==> config.mk <==
export PLATFORM = sky130hd
export DESIGN_NAME = jtframe_dwnld_buf
export DESIGN_NICKNAME = d
export VERILOG_FILES = /design/src/rtl/jtframe_dwnld_buf.sv
export SDC_FILE = /design/constraint.sdc
export NUM_CORES = 1
export LEC_CHECK = 0
export BUFFER_PORTS_ARGS = -buffer_cell sky130_fd_sc_hd__clkbuf_2
export CAP_MARGIN = 30
export CORE_MARGIN = 3
export CORE_UTILIZATION = 54
export CTS_BUF_LIST = sky130_fd_sc_hd__clkbuf_2 sky130_fd_sc_hd__clkbuf_4 sky130_fd_sc_hd__clkbuf_8
export DETAILED_ROUTE_END_ITERATION = 6
export PLACE_DENSITY = 0.74
export SETUP_SLACK_MARGIN = 0.4
export SLEW_MARGIN = 30
export SYNTH_ARGS = -nofsm -noshare
export SYNTH_HDL_FRONTEND = slang
export SYNTH_SLANG_ARGS = --single-unit
==> constraint.sdc <==
create_clock -name clk_rom -period 2.7 [get_ports clk_rom]
set_clock_uncertainty 0.15 [all_clocks]
set_input_delay 0.27 -clock clk_rom [delete_from_list [all_inputs] [get_ports clk_rom]]
set_output_delay 0.27 -clock clk_rom [all_outputs]
set_load 0.03 [all_outputs]
==> src/rtl/jtframe_dwnld_buf.sv <==
// ROM download buffer: maps the ioctl byte stream onto banked SDRAM word writes
// through a small FIFO, and holds dwnld_busy until the last write has settled.
module jtframe_dwnld_buf #(
  parameter logic [24:0] BA1_START   = 25'h10_0000,
  parameter logic [24:0] BA2_START   = 25'h18_0000,
  parameter logic [24:0] BA3_START   = 25'h1C_0000,
  parameter logic [24:0] ROM_END     = 25'h20_0000,
  parameter int unsigned FIFO_AW     = 2,
  parameter int unsigned POST_CYCLES = 8
) (
  input  logic        clk_rom,
  input  logic        rst_n,
  input  logic        downloading,
  input  logic [24:0] ioctl_addr,
  input  logic [7:0]  ioctl_data,
  input  logic        ioctl_wr,
  output logic [21:0] prog_addr,
  output logic [7:0]  prog_data,
  output logic [1:0]  prog_mask,
  output logic [1:0]  prog_bank,
  output logic        prog_we,
  output logic        prog_rd,
  input  logic        prog_rdy,
  output logic        dwnld_busy,
  output logic        overflow
);

  localparam int unsigned Depth  = 1 << FIFO_AW;
  localparam int unsigned EntryW = 34;
  localparam int unsigned PostW  = $clog2(POST_CYCLES + 1);
  localparam logic [PostW-1:0]   PostMax = PostW'(POST_CYCLES);
  localparam logic [FIFO_AW:0]   CntFull = (FIFO_AW + 1)'(Depth);

  typedef enum logic [0:0] {StIdle, StWait} state_e;

  state_e state_q, state_d;

  logic [EntryW-1:0]  mem_q [Depth];
  logic [FIFO_AW-1:0] wr_ptr_q, rd_ptr_q;
  logic [FIFO_AW:0]   cnt_q, cnt_d;
  logic               full, empty, wr_req, push, pop;

  logic               discard;
  logic [1:0]         bank;
  logic [22:0]        start, off;
  logic [EntryW-1:0]  entry;

  logic               busy_q, busy_d, overflow_q, quiet;
  logic [PostW-1:0]   post_q, post_d;

  // Only the low 23 bits of the offset matter, so the subtraction is done at that width.
  always_comb begin
    discard = (ioctl_addr >= ROM_END);
    if (ioctl_addr >= BA3_START) begin
      bank  = 2'd3;
      start = BA3_START[22:0];
    end else if (ioctl_addr >= BA2_START) begin
      bank  = 2'd2;
      start = BA2_START[22:0];
    end else if (ioctl_addr >= BA1_START) begin
      bank  = 2'd1;
      start = BA1_START[22:0];
    end else begin
      bank  = 2'd0;
      start = 23'd0;
    end
    off   = ioctl_addr[22:0] - start;
    entry = {bank, off[22:1], (off[0] ? 2'b01 : 2'b10), ioctl_data};
  end

  assign full   = (cnt_q == CntFull);
  assign empty  = (cnt_q == '0);
  assign wr_req = ioctl_wr & downloading & ~discard;
  assign push   = wr_req & ~full;

  always_comb begin
    cnt_d = cnt_q;
    unique case ({push, pop})
      2'b10:   cnt_d = cnt_q + 1'b1;
      2'b01:   cnt_d = cnt_q - 1'b1;
      default: cnt_d = cnt_q;
    endcase
  end

  always_ff @(posedge clk_rom) begin
    if (push) mem_q[wr_ptr_q] <= entry;
  end

  always_ff @(posedge clk_rom) begin
    if (!rst_n) begin
      wr_ptr_q   <= '0;
      rd_ptr_q   <= '0;
      cnt_q      <= '0;
      overflow_q <= 1'b0;
    end else begin
      if (push) wr_ptr_q <= wr_ptr_q + 1'b1;
      if (pop)  rd_ptr_q <= rd_ptr_q + 1'b1;
      cnt_q      <= cnt_d;
      overflow_q <= overflow_q | (wr_req & full);
    end
  end

  // FSM state register
  always_ff @(posedge clk_rom) begin
    if (!rst_n) state_q <= StIdle;
    else        state_q <= state_d;
  end

  always_comb begin
    state_d = state_q;
    unique case (state_q)
      StIdle:  if (!empty) state_d = StWait;
      StWait:  if (prog_rdy && empty) state_d = StIdle;
      default: state_d = StIdle;
    endcase
  end

  // A pop in WAIT reloads the output registers so writes run back to back.
  always_comb begin
    prog_we = (state_q == StWait);
    pop     = ~empty & ((state_q == StIdle) | prog_rdy);
  end

  always_ff @(posedge clk_rom) begin
    if (!rst_n) begin
      prog_bank <= '0;
      prog_addr <= '0;
      prog_mask <= '0;
      prog_data <= '0;
    end else if (pop) begin
      {prog_bank, prog_addr, prog_mask, prog_data} <= mem_q[rd_ptr_q];
    end
  end

  assign quiet = ~downloading & empty & (state_q == StIdle);

  always_comb begin
    if (!quiet)                post_d = '0;
    else if (post_q == PostMax) post_d = post_q;
    else                        post_d = post_q + 1'b1;
    busy_d = downloading | (busy_q & ~(quiet & (post_d == PostMax)));
  end

  always_ff @(posedge clk_rom) begin
    if (!rst_n) begin
      busy_q <= 1'b0;
      post_q <= '0;
    end else begin
      busy_q <= busy_d;
      post_q <= post_d;
    end
  end

  assign prog_rd    = 1'b0;
  assign dwnld_busy = busy_q;
  assign overflow   = overflow_q;

endmodule

# == After elaboration in Yosys (flattened, before gate mapping) ==
# Memories as Yosys holds them, arrays and structs flattened. A register that Yosys moved wholly into a read port is not among the register bits.
# Index checks and enable logic that the tools add are counted.
# word_totals
mem_count,1
input_bits,38
ramBits,136
reg_bits,14
output_inout_bits,38
# mem_list
name,words,word_bits,read_ports,rd_clocked_by_memory_dff,wr,line_no,text
mem_q,4,34,1,1,1,38,logic [EntryW-1:0] mem_q [Depth];
# op_classes
n_lt_le_gt_ge,4
add_sub_neg,6
reduce_logical,4
bitwise,18
muxes,15
n_eq_ne,5
# ops
op,count
"25-bit by 21-bit greater-or-equal comparator with 1-bit output, second input constant",3
21-bit 2-to-1 mux,3
"25-bit by 22-bit greater-or-equal comparator with 1-bit output, second input constant",1
23-bit subtractor,1
1-bit AND,9
"4-bit == test, second input constant",2
4-bit 2-to-1 mux,2
2-bit 2-to-1 mux,3
1-bit NOT,6
3-bit one-hot mux with 2 select lines,1
1-bit 2-to-1 mux,5
"2-bit by 1-bit adder with 2-bit output, second input constant",2
"4-bit by 1-bit adder with 4-bit output, second input constant",1
"3-bit by 1-bit adder with 3-bit output, second input constant",1
"3-bit == test, second input constant",1
3-bit logical NOT,1
1-bit OR,3
"3-bit by 1-bit subtractor with 3-bit output, second input constant",1
"2-bit by 1-bit == test with 1-bit output, second input constant",1
"2-bit == test, second input constant",1
1-bit one-hot mux with 2 select lines,1
2-bit nonzero test,1
1-bit logical AND,1
1-bit logical NOT,1

# == Longest topological paths before layout ==
# depth
ltp_word,9
ltp_mapped,8
mapped_depth_nobuf,8

# == Worst setup path after synthesis ==
# OpenSTA, ideal clock, no wires.
# synth_path
kind,input -> register
from,input port ioctl_addr[21]
to,register cnt_q[2]
slack_ps,118
n_path_buf,0
path_stages,8
setup_time_ps,76
arrival_ps,2357
required_time_ps,2474
path_cell_list,or4_4 -> nor3b_4 -> inv_1 -> ha_1 -> fa_1 -> xnor2_1 -> or3_1 -> a21boi_0
# synth_between
elab_chain_cells,6
word_cells_on_any_way,8
# synth_lines
element,line_no,text
"start, declared",14,"input logic [24:0] ioctl_addr,"
25-bit by 22-bit greater-or-equal comparator with 1-bit output *,53,discard = (ioctl_addr >= ROM_END);
1-bit NOT *,73,assign wr_req = ioctl_wr & downloading & ~discard;
1-bit AND *,73,
1-bit AND *,74,assign push = wr_req & ~full;
2-bit by 1-bit == test with 1-bit output / 2-bit == test (equally long branches),78,"unique case ({push, pop})"
3-bit one-hot mux with 2 select lines / 2-bit nonzero test (equally long branches),n/a,
"end signal, assigned",98,cnt_q <= cnt_d;
"end, declared",40,"logic [FIFO_AW:0] cnt_q, cnt_d;"
# Mark *: on every way between the ends. The rest lies on a longest branch, timed or not.
# A chain may end at the register's enable or synchronous reset.

# == Worst setup path in the final report ==
# layout_path
from,register cnt_q[0]
to,register cnt_q[2]
# layout_between
elab_chain_cells,5
word_cells_on_any_way,12
# layout_lines
element,line_no,text
3-bit logical NOT *,72,assign empty = (cnt_q == '0);
1-bit NOT *,121,pop = ~empty & ((state_q == StIdle) | prog_rdy);
1-bit AND *,121,
named net pop,41,"logic full, empty, wr_req, push, pop;"
2-bit by 1-bit == test with 1-bit output / 2-bit == test (equally long branches),78,
3-bit one-hot mux with 2 select lines / 2-bit nonzero test (equally long branches),n/a,
# Mark *: on every way through the listed nets, which the timed path passes. The rest lies on a longest branch.

==> impl_metrics.tcl <==
set metrics [dict create \
    drv_cap 0 \
    multi_input_area_mm2 0.001707 \
    vdd_drop_max_mv 0.3309 \
    vias_per_cell 5.433 \
    die_x_um 118.7 \
    place_hpwl_um 7779 \
    arrival_ps 2480 \
    final.setup.tns_ps 0 \
    design.portCount 76 \
    synthCells 362 \
    avgSynthCellArea_um2 18.93 \
    cts_sinks 184 \
    place.gp.congestion 0.8109 \
    setup_viol 0 \
    drt_iter0_drc 220 \
    first_global_vias 3922 \
    final_layout_size_suffix_gt1_share_pct 35.56 \
    synth_top_family_by_area "multiplexers" \
    cts_tree "yes" \
    grt.overflow.total 0 \
    rr_endpoint "cnt_q[2]$_SDFFE_PN0P_" \
    cp_max_fo 5 \
    final_common_cell "edfxtp_1" \
    syn_to_final_growth_pct 20.46 \
    diodes 0 \
    clockBufferDepth 2 \
    fin_crit_sh_pct 84.42 \
    synth_edf_count 136 \
    fin_area_mm2 0.008257 \
    grt_max_degree 35 \
    yosysSeqAreaShare_pct 73.60 \
    synth_simple_gate_area_share_pct 3.468 \
    min_from "downloading" \
    min_path_cells 3 \
    ff2ff_path_depth 7 \
    detail-route-antenna-nets 0 \
    final_hold_viol_count 0 \
    drv_slew 0 \
    synthAdderAreaFrac_pct 2.410 \
    rsz0062_at_grt "yes" \
    grt.total_usage_pct 19.26 \
    start_kind "flop" \
    h-tree-depth 4 \
    antenna_found_initial 0 \
    numCtsBuffers 17 \
    syn_nets 412 \
    fin_crit_ps 2279 \
    hold_path.class "in2reg" \
    fin_total_pwr_mw 7.295 \
    fill_cells 828 \
    worstPathRequired_ps 2910 \
    start_util_pct 56.13 \
    dpl_cell_area_mm2 0.007520 \
    synth_compound_area_share_pct 5.750 \
    async_flop_share_pct 0 \
    dr.pass1.iters 4 \
    setup.worst_path.class "reg2reg" \
    io_buffers 74 \
    max_slew.worst_pin.slew_ps 784.1 \
    synth_area_mm2 0.006854 \
    mostFrequentLayoutCells "136 x edfxtp_1, 74 x clkbuf_2, 43 x dfxtp_1" \
    num_rows 40 \
    core_area_mm2 0.01221 \
    max_freq_mhz 438.7 \
    muxShareOfSynthArea_pct 11.48 \
    outcome "finished, final reports clean" \
    wl_um 12530 \
    clk_pin_slew_ps 80 \
    root_buffer "clkbuf_8" \
    p_leak_nw 2.965 \
    regArea_mm2 0.005056 \
    dp_slack_ps 96.64 \
    synth_cell_types 39 \
    power.density_mw_per_mm2 883.6 \
    ff2ff_setup_slack_ps 420 \
    max_slew_margin_pct 47.73 \
    fp.dieArea_mm2 0.01408 \
    grt_pass1_wl_um 20730 \
    drc 0 \
    hold_end "dwnld_busy$_SDFF_PN0_" \
    synth_flop_cell "edfxtp_1" \
    r2r-start "cnt_q[0]$_SDFFE_PN0P_" \
    synth_xor_xnor_area_share_pct 1.278 \
    synth-seq-cells 184 \
    wl_per_cell_um 18.90 \
    nets 532 \
    clk_latency_ps 440 \
    die_h_um 118.7 \
    vias 3602 \
    yosysWarnings 0 \
    cp-end-kind "flop" \
    worst_slack_ps 420.8 \
]
## logic make-up (layout without fill, tap and decap cells)
kind of cell    count (synthesis)  after routing
buf+inv                        30            163
fa+ha+maj                      12             12
simple gates                   39             39
other cells                     1              1
xor+xnor                       10             10
compound gates                 50             50
mux                            36             36
flops                         184            184
## worst max-delay path by stage
stage	startpoint	to	cells past startpoint
after floorplan	ioctl_addr[24]	cnt_q[2]$_SDFFE_PN0P_	8
after global placement	ioctl_addr[22]	cnt_q[2]$_SDFFE_PN0P_	9
after detailed placement	ioctl_addr[22]	cnt_q[2]$_SDFFE_PN0P_	9
after CTS	cnt_q[0]$_SDFFE_PN0P_	cnt_q[2]$_SDFFE_PN0P_	7
after global routing	cnt_q[0]$_SDFFE_PN0P_	cnt_q[2]$_SDFFE_PN0P_	7
final	cnt_q[0]$_SDFFE_PN0P_	cnt_q[2]$_SDFFE_PN0P_	7
## final cells by class
cell class	instances	area share, %
Sequential cell	184	61.24
Multi-Input combinational cell	148	20.67
Timing Repair Buffer	119	9.820
Clock buffer	23	3.379
Tap cell	168	2.546
Clock inverter	9	1.803
Inverter	12	0.5455
## layer usage
layer / track usage [%] / wire length (um) / up-vias / part of all wire (%)
met3: 4.211 / 512 / 25 / 4.1
met4: 8.400 / 318 / 0 / 2.5
met1: 24.97 / 5430 / 1803 / 43
met5: 0 / 0 / - / 0
met2: 31.55 / 6270 / 105 / 50
li1: - / - / 1669 / -
## synth_stat cells (all sizes together), types with 2 or more instances
| cell type | count | area (um2) |
|---|---|---|
| nor2 | 4 | 15.01 |
| a21boi | 2 | 15.01 |
| and2 | 9 | 61.31 |
| xnor2 | 4 | 35.03 |
| clkbuf | 8 | 30.03 |
| or3 | 3 | 18.77 |
| ha | 10 | 125.1 |
| nor3b | 2 | 26.28 |
| inv | 12 | 45.04 |
| a22o | 34 | 297.8 |
| nor2b | 2 | 12.51 |
| fa | 2 | 40.04 |
| edfxtp | 136 | 4084 |
| nor3 | 3 | 15.01 |
| dfxtp | 48 | 960.9 |
| a21oi | 3 | 15.01 |
| o21ai | 7 | 35.03 |
| mux4 | 34 | 765.7 |
| nand3 | 3 | 15.01 |
| xor2 | 6 | 52.55 |
| buf | 10 | 58.80 |
| nand2 | 7 | 26.28 |
## sequential cells by signal, summed over array words and instances (netlist names)
| signal | count |
|---|---|
| overflow | 1 |
| mem_q | 136 |
| prog_mask | 2 |
| prog_data | 8 |
| rd_ptr_q | 2 |
| cnt_q | 3 |
| post_q | 4 |
| prog_we | 1 |
| prog_addr | 22 |
| wr_ptr_q | 2 |
| prog_bank | 2 |
| dwnld_busy | 1 |
## critical path, cell delays in order, from the launching register on
cell and delay [ps]:
dfxtp_4 370, or3_4 400, and2_4 190, ha_4 160, fa_2 340, xnor2_1 140
or3_1 310, a21boi_1 160
## per-stage QoR
step / hold slack, ps / utilization [%] / cells
final: 36.60 / 67.61 / 663
after CTS: 1.769 / 67.30 / 660
after global routing: 36.21 / 67.61 / 663
after floorplan: 218.9 / - / 362
after detailed placement: 312.1 / 61.58 / 602
after global placement: 302.3 / 61.58 / 602
## report_power, final
group / internal, mW / switching [mW]
combinational: 0.802 / 1.03
clock: 1.07 / 0.879
sequential: 3.30 / 0.221
## what timing repair did
action                                 4_1_cts  5_1_grt
setup endpoints to repair                    1        1
gates resized for setup                      5        4
hold buffers                                26        0
buffers inserted                             0        3
pin swaps                                    1        2
endpoints found under the hold margin      104        0
(Power assumes the default switching activity.)
